<file path="config.mk">
export PLATFORM = sky130hd
export DESIGN_NAME = csa_err_monitor
export DESIGN_NICKNAME = d
export VERILOG_FILES = /design/src/rtl/csa_err_monitor.sv
export SDC_FILE = /design/constraint.sdc
export NUM_CORES = 1
export LEC_CHECK = 0
export ABC_AREA = 1
export BUFFER_PORTS_ARGS = -buffer_cell sky130_fd_sc_hd__buf_2
export CAP_MARGIN = 25
export CORE_ASPECT_RATIO = 1.75
export CORE_MARGIN = 2
export CORE_UTILIZATION = 25
export DETAILED_ROUTE_END_ITERATION = 7
export GPL_TIMING_DRIVEN = 0
export SLEW_MARGIN = 0
export SYNTH_ARGS = -nofsm -noshare
export SYNTH_HDL_FRONTEND = slang
export SYNTH_SLANG_ARGS = --single-unit
</file>
<file path="constraint.sdc">
create_clock -name CLK -period 9.1 [get_ports CLK]
set_input_delay 1.82 -clock CLK [delete_from_list [all_inputs] [get_ports CLK]]
set_output_delay 1.82 -clock CLK [all_outputs]
set_load 0.01 [all_outputs]
</file>
<file path="src/rtl/csa_err_monitor.sv">
// csa_err_monitor: error-metric monitor for approximate adders.
// Accepts operand/result tuples, recomputes the exact sum and accumulates
// error count, maximum error distance and summed error distance over a
// programmed number of samples. Pipeline: S1 capture, S2 error distance,
// S3 accumulate.
module csa_err_monitor #(
  parameter int ADDER_SIZE = 8,
  parameter int CNT_WIDTH  = 16
) (
  input  logic                           CLK,
  input  logic                           RST_N,
  input  logic                           START,
  input  logic [CNT_WIDTH-1:0]           NUM_SAMPLES,
  input  logic                           IN_VALID,
  output logic                           IN_READY,
  input  logic [ADDER_SIZE:1]            A,
  input  logic [ADDER_SIZE:1]            B,
  input  logic                           CIN,
  input  logic [ADDER_SIZE:1]            SUM,
  input  logic                           COUT,
  output logic                           BUSY,
  output logic                           DONE,
  output logic [CNT_WIDTH-1:0]           SAMPLE_COUNT,
  output logic [CNT_WIDTH-1:0]           ERR_COUNT,
  output logic [ADDER_SIZE:0]            MAX_ED,
  output logic [ADDER_SIZE+CNT_WIDTH:0]  SUM_ED
);

  localparam int STAGES = 2;
  localparam int RW     = ADDER_SIZE + 1;
  localparam int SW     = ADDER_SIZE + CNT_WIDTH + 1;

  typedef enum logic [1:0] {
    ST_IDLE  = 2'd0,
    ST_RUN   = 2'd1,
    ST_DRAIN = 2'd2,
    ST_DONE  = 2'd3
  } state_t;

  state_t state, state_nxt;

  // Run bookkeeping
  logic [CNT_WIDTH-1:0] target;
  logic [CNT_WIDTH-1:0] acc_cnt;
  logic                 accept;
  logic                 start_ok;
  logic                 last_accept;

  // Pipeline valid bits: [1] = S1 tuple held, [2] = S2 error distance held
  logic [STAGES:1]      vld_pipe;

  // S1 tuple registers
  logic [ADDER_SIZE:1]  s1_a;
  logic [ADDER_SIZE:1]  s1_b;
  logic                 s1_cin;
  logic [RW-1:0]        s1_r;

  // S2 error distance
  logic [RW-1:0]        exact_c;
  logic [RW-1:0]        ed_c;
  logic [RW-1:0]        s2_ed;

  // Accumulators
  logic [CNT_WIDTH-1:0] sample_cnt_q;
  logic [CNT_WIDTH-1:0] err_cnt_q;
  logic [RW-1:0]        max_ed_q;
  logic [SW-1:0]        sum_ed_q;

  assign accept      = IN_VALID & IN_READY;
  // START only counts when no run is in flight
  assign start_ok    = START & ((state == ST_IDLE) | (state == ST_DONE));
  assign last_accept = accept & ((acc_cnt + CNT_WIDTH'(1)) == target);

  // FSM state register
  always_ff @(posedge CLK or negedge RST_N) begin
    if (!RST_N) state <= ST_IDLE;
    else        state <= state_nxt;
  end

  // FSM next-state logic
  always_comb begin
    state_nxt = state;
    case (state)
      ST_IDLE, ST_DONE: begin
        if (START) state_nxt = (NUM_SAMPLES == '0) ? ST_DONE : ST_RUN;
      end
      ST_RUN: begin
        if (last_accept) state_nxt = ST_DRAIN;
      end
      ST_DRAIN: begin
        // Once S1 is empty, the sample still in S2 is absorbed at this very
        // edge, so both valid bits are clear and the final totals land
        // together with DONE.
        if (!vld_pipe[1]) state_nxt = ST_DONE;
      end
      default: state_nxt = ST_IDLE;
    endcase
  end

  // FSM outputs decoded from state
  always_comb begin
    IN_READY = 1'b0;
    BUSY     = 1'b0;
    DONE     = 1'b0;
    case (state)
      ST_RUN:   begin IN_READY = 1'b1; BUSY = 1'b1; end
      ST_DRAIN: BUSY = 1'b1;
      ST_DONE:  DONE = 1'b1;
      default:  ;
    endcase
  end

  // Latch sample target on START and count accepted tuples
  always_ff @(posedge CLK or negedge RST_N) begin
    if (!RST_N) begin
      target  <= '0;
      acc_cnt <= '0;
    end else if (start_ok) begin
      target  <= NUM_SAMPLES;
      acc_cnt <= '0;
    end else if (accept) begin
      acc_cnt <= acc_cnt + CNT_WIDTH'(1);
    end
  end

  // S1: capture the tuple on acceptance
  always_ff @(posedge CLK or negedge RST_N) begin
    if (!RST_N) begin
      vld_pipe[1] <= 1'b0;
      s1_a        <= '0;
      s1_b        <= '0;
      s1_cin      <= 1'b0;
      s1_r        <= '0;
    end else begin
      vld_pipe[1] <= accept;
      if (accept) begin
        s1_a   <= A;
        s1_b   <= B;
        s1_cin <= CIN;
        s1_r   <= {COUT, SUM};
      end
    end
  end

  // Exact sum and absolute error distance from the S1 tuple
  always_comb begin
    exact_c = {1'b0, s1_a} + {1'b0, s1_b} + {{ADDER_SIZE{1'b0}}, s1_cin};
    ed_c    = (exact_c >= s1_r) ? (exact_c - s1_r) : (s1_r - exact_c);
  end

  // S2: register the error distance
  always_ff @(posedge CLK or negedge RST_N) begin
    if (!RST_N) begin
      vld_pipe[2] <= 1'b0;
      s2_ed       <= '0;
    end else begin
      vld_pipe[2] <= vld_pipe[1];
      if (vld_pipe[1]) s2_ed <= ed_c;
    end
  end

  // S3: accumulate statistics; a new run clears them first. The pipeline
  // is empty whenever START is honoured, so the clear never drops a sample.
  // Widths are sized so nothing can wrap within one run.
  always_ff @(posedge CLK or negedge RST_N) begin
    if (!RST_N) begin
      sample_cnt_q <= '0;
      err_cnt_q    <= '0;
      max_ed_q     <= '0;
      sum_ed_q     <= '0;
    end else if (start_ok) begin
      sample_cnt_q <= '0;
      err_cnt_q    <= '0;
      max_ed_q     <= '0;
      sum_ed_q     <= '0;
    end else if (vld_pipe[2]) begin
      sample_cnt_q <= sample_cnt_q + CNT_WIDTH'(1);
      err_cnt_q    <= err_cnt_q + CNT_WIDTH'(s2_ed != '0);
      if (s2_ed > max_ed_q) max_ed_q <= s2_ed;
      sum_ed_q     <= sum_ed_q + {{CNT_WIDTH{1'b0}}, s2_ed};
    end
  end

  assign SAMPLE_COUNT = sample_cnt_q;
  assign ERR_COUNT    = err_cnt_q;
  assign MAX_ED       = max_ed_q;
  assign SUM_ED       = sum_ed_q;

endmodule

</file>
==> results.yml, run 1 <==
route:
  wl_per_cell_um: 14.4
  routed_wl_mm: 22.6
  routed_via_density: 4.54
  dr.pass1.iters: 5
  drt_iter0_drc: 329
  drc: 0
  vias: 7114
  antenna_left: 0
synth:
  yosys-top-cells-area: "dfrtp_1 42%, nand2_1 11%, ha_1 7.8%"
  synth_top_area_cell: "dfrtp_1"
  yosysSeqAreaShare: 0.425
  synth_area_um2: 8070
  ys_types: 44
  synth_top_area_frac: 0.425
  synth_nets: 1121
  avgSynthCellArea_um2: 7.91
  synth_edf_count: 0
  async_reset_ff_frac: 1.00
  synthFlopType: "dfrtp_1"
  synthCells: 1020
  synth.most_common_cell: "nand2_1"
  ys_ff_latch: 137
  yosys-top-cells-count: "243 x nand2_1, 137 x dfrtp_1, 137 x inv_1, 70 x o21ai_0, 69 x nor2_1"
  yosys_warnings: 0
timing:
  drv_slew: 0
  fin_hold_ws_ps: 394
  timing.setup.tns_ps: 0
  fin_crit_ps: 3680
  clock.fmax_mhz: 272
  finalSetupViolations: 0
  hold_violations: 0
  fin_crit_sh: 0.404
  tightest_slew_ps: 770
  skew_ps: 6.98
  relSlewSlack: 0.487
  rsz0062_at_grt: "no"
pwr:
  power_density_nw_per_um2: 370
  clockPowerShare: 0.189
  power_leakage_nw: 4.93
  switchingPower_mw: 1.68
  p_int_mw: 1.93
  vdd_drop_max_v: 0.000188
  pwr-share-seq: 0.250
  switching_share: 0.465
  pwr-share-comb: 0.561
clocking:
  cts_buffers: 17
  cts-root-buf: "clkbuf_16"
  clock_latency_ps: 440
  post_cts_buffers: 0
  clkTransAtPathRegs_ps: 60
  cts_sinks: 137
  htreeDepth: 4
  cts_tree: "done"
  ctsResizeCount: 0
  cts_hold_buf: 0
  clock_path_buffers: 2
cells_and_area:
  fin_area_um2: 9750
  area_growth_pct: 20.8
  regArea_um2: 3430
  drive_gt1_frac: 0.148
  nets: 1255
  final_core_util: 0.305
  fillers: 3469
  layout.cells.non_filler: 1567
  n_antenna_cell: 0
  multi_input_area_um2: 4010
global_route:
  grt_pass1_vias: 7056
  track_usage: 0.136
  grt_max_degree: 72
  antenna_found_initial: 0
  grt-ovfl-total: 0
  grt_pass1_wl_mm: 36.1
placement:
  dpl_cell_area_um2: 9180
  hpwlAfterDp_mm: 17.6
  gp_congestion: 0.848
  dp.cells: 1535
  io_buffers: 114
floorplan:
  io_pins: 115
  die_area_um2: 33800
  initial_core_util: 0.252
  fp.dieW_um: 140
  rows: 87
  dieHeight_um: 242
  core-area_um2: 32000
critical_path:
  crit_type: "flop to flop"
  worst_setup_path_start_kind: "flop"
  crit_path_frequent_cell: "nand2_1"
  end_kind: "flop"
  cp_slowest_cell: "fa_1"
  cp_max_fo: 10
  critPathArrivalTime_ps: 4030
  cp.required_ps: 9460
  max_stage_delay_ps: 400
  cp_cell_sequence: "fa_1 > inv_1 > fa_1 > o21ai_0 > nand2_1 > a21oi_1 > nor2_1 > xor2_1 > inv_1 > ha_1 > clkbuf_1 > nand2_1 > or2_1 > nand3_1 > nand2_1 > nand3_1 > a21oi_4 > inv_2 > nand2_1 > a31oi_1"
run_status:
  status: "completed"
run:
  maxCapViolations: 0
worst_hold_path:
  hold_path.class: "flop to flop"
[worst max-delay path: cells and delay by family (launching register included)]
family,cells,cell delay (ps)
AOI/OAI and AO/OA,4,680
and+or+nand+nor,8,900
xor gates and xnor gates,1,190
DFF,1,380
adders and majority gates,3,930
buffers and inverters,4,510
[final cells by class]
class,count,share of cell area
inverter,139,0.0535
clock buffer,22,0.0496
clock inverter,10,0.00962
sequential,137,0.351
timing repair buffer,115,0.0620
tap,400,0.0513
multi-input combinational,716,0.411
buffer,28,0.0112
[cell usage in the layout, fill, tap and decap left out, drive strengths merged, types with 5 or more instances in the layout]
| cell | netlist | final |
|---|---|---|
| clkinv | 0 | 6 |
| o22ai | 16 | 16 |
| buf | 5 | 120 |
| a21oi | 69 | 69 |
| nor3 | 13 | 13 |
| clkbuf | 23 | 45 |
| xor2 | 21 | 21 |
| dfrtp | 137 | 137 |
| nor2 | 77 | 77 |
| nand2 | 249 | 249 |
| ha | 50 | 50 |
| o21ai | 80 | 80 |
| inv | 139 | 139 |
| nand3 | 61 | 61 |
| a31oi | 8 | 8 |
| o21bai | 5 | 5 |
| nor4 | 6 | 6 |
| fa | 5 | 5 |
| nand4 | 17 | 17 |
| xnor2 | 6 | 6 |
| o21a | 5 | 5 |
[final timing paths]
check                                  from              end  slack, ps  depth (start not counted)
worst max-delay path                s1_b[1]         s2_ed[8]       5420                         20
worst min register to register  vld_pipe[1]      vld_pipe[2]        390                          0
max in group asynchronous             RST_N        SUM_ED[3]       6900                          2
min in group asynchronous             RST_N  SAMPLE_COUNT[8]       1390                          1
worst min-delay path            vld_pipe[1]      vld_pipe[2]        390                          0
worst max register to register      s1_b[1]         s2_ed[8]       5420                         20
[power by group through the flow]
stage	Clock, mW	Sequential, mW	Combinational [mW]
CTS	0.703	0.906	2.05
detailed placement	0	0.915	2.04
global placement	0	0.910	2.00
finish	0.684	0.904	2.03
floorplan	0	0.895	1.53
global route	0.728	0.929	2.33
[state kept, by name (all words and copies together) (netlist names)]
name          count
SAMPLE_COUNT     16
s1_b              8
ERR_COUNT        16
SUM_ED           25
acc_cnt          16
s1_cin            1
MAX_ED            9
s1_r              9
s1_a              8
s2_ed             9
state             2
target           16
vld_pipe          2
[logic make-up after synthesis]
group,share of synthesized area
AND/OR/NAND/NOR,0.236
AO/OA/AOI/OAI,0.137
buffers and inverters,0.0781
flip-flops,0.425
adder cells (fa/ha/maj),0.0899
XOR/XNOR,0.0349
[per-stage QoR]
step | power (mW) | setup slack [ps]
5_1_grt | 3.99 | 5050
3_3_place_gp | 2.91 | 4080
4_1_cts | 3.66 | 5350
3_5_place_dp | 2.96 | 5250
2_1_floorplan | 2.42 | 5890
6_report | 3.61 | 5420
[routing by layer]
layer	GRT usage	wire length [um]
met3	0.0246	744
met2	0.251	12000
met1	0.149	9150
met5	0	0
met4	0.0609	662
Power figures use the tool's default switching activity.
==> run 2: changes to the inputs <==
==> constraint.sdc (replaced) <==
create_clock -name CLK -period 3.3 [get_ports CLK]
set_input_delay 0.66 -clock CLK [delete_from_list [all_inputs] [get_ports CLK]]
set_output_delay 0.66 -clock CLK [all_outputs]
set_load 0.01 [all_outputs]
==> run 2 against run 1 <==
The run now ends with setup timing left. Count of clock-buffer cells in the layout stayed put. Core utilization is 0.45 points higher. Sequential share of layout area is 0.52 points lower. Hold slack worse by 160 ps. Cell count is 0.32% higher. Sequential cell count stayed put. Total power grew to 2.9 times the previous value.
==> results.yml, run 2 (synthesis gave the netlist of run 1 again) <==
clocking:
  cts-root-buf: "clkbuf_16"
  clkTransAtPathRegs_ps: 60
  cts_sinks: 137
  cts_tree: "done"
  clock_path_buffers: 2
  htreeDepth: 4
  cts_hold_buf: 0
  cts_buffers: 17
  clock_latency_ps: 440
global_route:
  gr-max-usage-layer: "met2"
  grt_pass1_vias: 7089
  grt_max_degree: 72
  grt-ovfl-total: 0
  track_usage: 0.137
  antenna_found_initial: 0
  use_met3: 0.0246
  grt_pass1_wl_mm: 36.4
  met2_usage: 0.254
  grt_util_met1: 0.150
pwr:
  power_density_nw_per_um2: 1080
  vdd_drop_max_v: 0.000598
  power_leakage_nw: 4.98
run_status:
  violations: "setup timing"
  status: "finished with violations"
timing:
  clock.fmax_mhz: 303
  drv_slew: 0
  relSlewSlack: 0.481
  tightest_slew_ps: 779
  hold_violations: 0
  rsz0062_at_grt: "yes"
  fin_crit_ps: 3310
  fin_hold_ws_ps: 232
  skew_ps: 6.66
  fin_ws_ps: -5.08
  fin_crit_sh: 1.00
  finalSetupViolations: 2
critical_path:
  cp.depth: 17
  end_kind: "flop"
  cp_cell_sequence: "fa_2 > inv_2 > fa_2 > o21ai_2 > nand2_1 > a21oi_2 > nor2_2 > xor2_1 > inv_1 > ha_4 > nand2_1 > nor2_1 > nand4_1 > nand3_4 > a21oi_4 > o21ai_0 > o22ai_1"
  crit_buf_inv: 2
  max_stage_delay_ps: 390
  crit_type: "flop to flop"
  critPathArrivalTime_ps: 3620
  cp_max_fo: 6
  cp_slowest_cell: "dfrtp_1"
  rr_worst_depth: 17
  path_delay_family: "adder cells"
  cp.required_ps: 3610
  worst_setup_path_start_kind: "flop"
route:
  drc: 0
  dr.pass1.iters: 5
  routed_wl_mm: 22.9
  vias: 7197
  drt_iter0_drc: 305
  routed_via_density: 4.58
  wl_per_cell_um: 14.6
  antenna_left: 0
floorplan:
  fp.dieW_um: 140
  die_area_um2: 33800
  io_pins: 115
  core-area_um2: 32000
  rows: 87
  dieHeight_um: 242
  initial_core_util: 0.252
run:
  maxCapViolations: 0
cells_and_area:
  drive_gt1_frac: 0.169
  layout_commonest_cell: "nand2_1"
  area_growth_pct: 22.6
  largest_reg_flops: 25
  n_antenna_cell: 0
  layout.cells.non_filler: 1572
  final_cell_mix: "241 x nand2_1, 137 x dfrtp_1, 136 x inv_1"
  nets: 1260
placement:
  dp_slack_ps: -446
  hpwlAfterDp_mm: 17.6
  dp.cells: 1535
  io_buffers: 114
  gp_congestion: 0.848
worst_hold_path:
  hold_path.class: "input pin to asynchronous set/reset pin"
==> run 2: path summary, 6_finish.rpt <==
kind / slack, ps / from / to
hold / removal: 230 / RST_N / SAMPLE_COUNT[8]
setup reg to reg: -5 / s1_b[1] / s2_ed[1]
setup / recovery: -5 / s1_b[1] / s2_ed[1]
hold reg to reg: 390 / vld_pipe[1] / vld_pipe[2]
max in group asynchronous: 2260 / RST_N / SUM_ED[3]
min in group CLK: 390 / vld_pipe[1] / vld_pipe[2]
==> run 2: timing repair <==
action,CTS,global route
cloned,1,0
buffers inserted,1,6
pin swaps,4,12
gates resized for setup,10,15
endpoints found under the setup margin,8,8
==> run 2: where the power goes <==
part / internal [mW] / total, mW / switching, mW
registers: 2.13 / 2.50 / 0.370
logic: 2.48 / 6.26 / 3.78
clock network: 1.11 / 1.88 / 0.769
==> run 2: layout make-up <==
type | instances | area [um2]
inverters | 139 | 524
fillers | 3457 | 22100
clock buffers | 22 | 484
flip-flops and latches | 137 | 3430
multi-input cells | 717 | 4110
repair buffers | 122 | 657
plain buffers | 25 | 97.6
clock inverters | 10 | 93.8
well taps | 400 | 500
==> run 2: layer usage <==
metal | share of wire | wire [um] | vias to the layer above
met2 | 0.53 | 12200 | 151
met1 | 0.40 | 9150 | 3383
met4 | 0.029 | 659 | 0
met3 | 0.037 | 850 | 33
li1 | - | - | 3630
met5 | 0 | 0 | -
==> run 2: stage by stage <==
| stage | power [mW] | cell area [um2] | setup TNS [ps] | util |
|---|---|---|---|---|
| after CTS | 10.3 | 9800 | 0 | 0.306 |
| after global placement | 8.02 | 9140 | -77020 | 0.286 |
| final | 10.6 | 9900 | -6.36 | 0.309 |
| after global routing | 11.7 | 9900 | -940 | 0.309 |
| after floorplan | 6.67 | 8070 | 0 | - |
| after detailed placement | 8.16 | 9180 | -3370 | 0.287 |
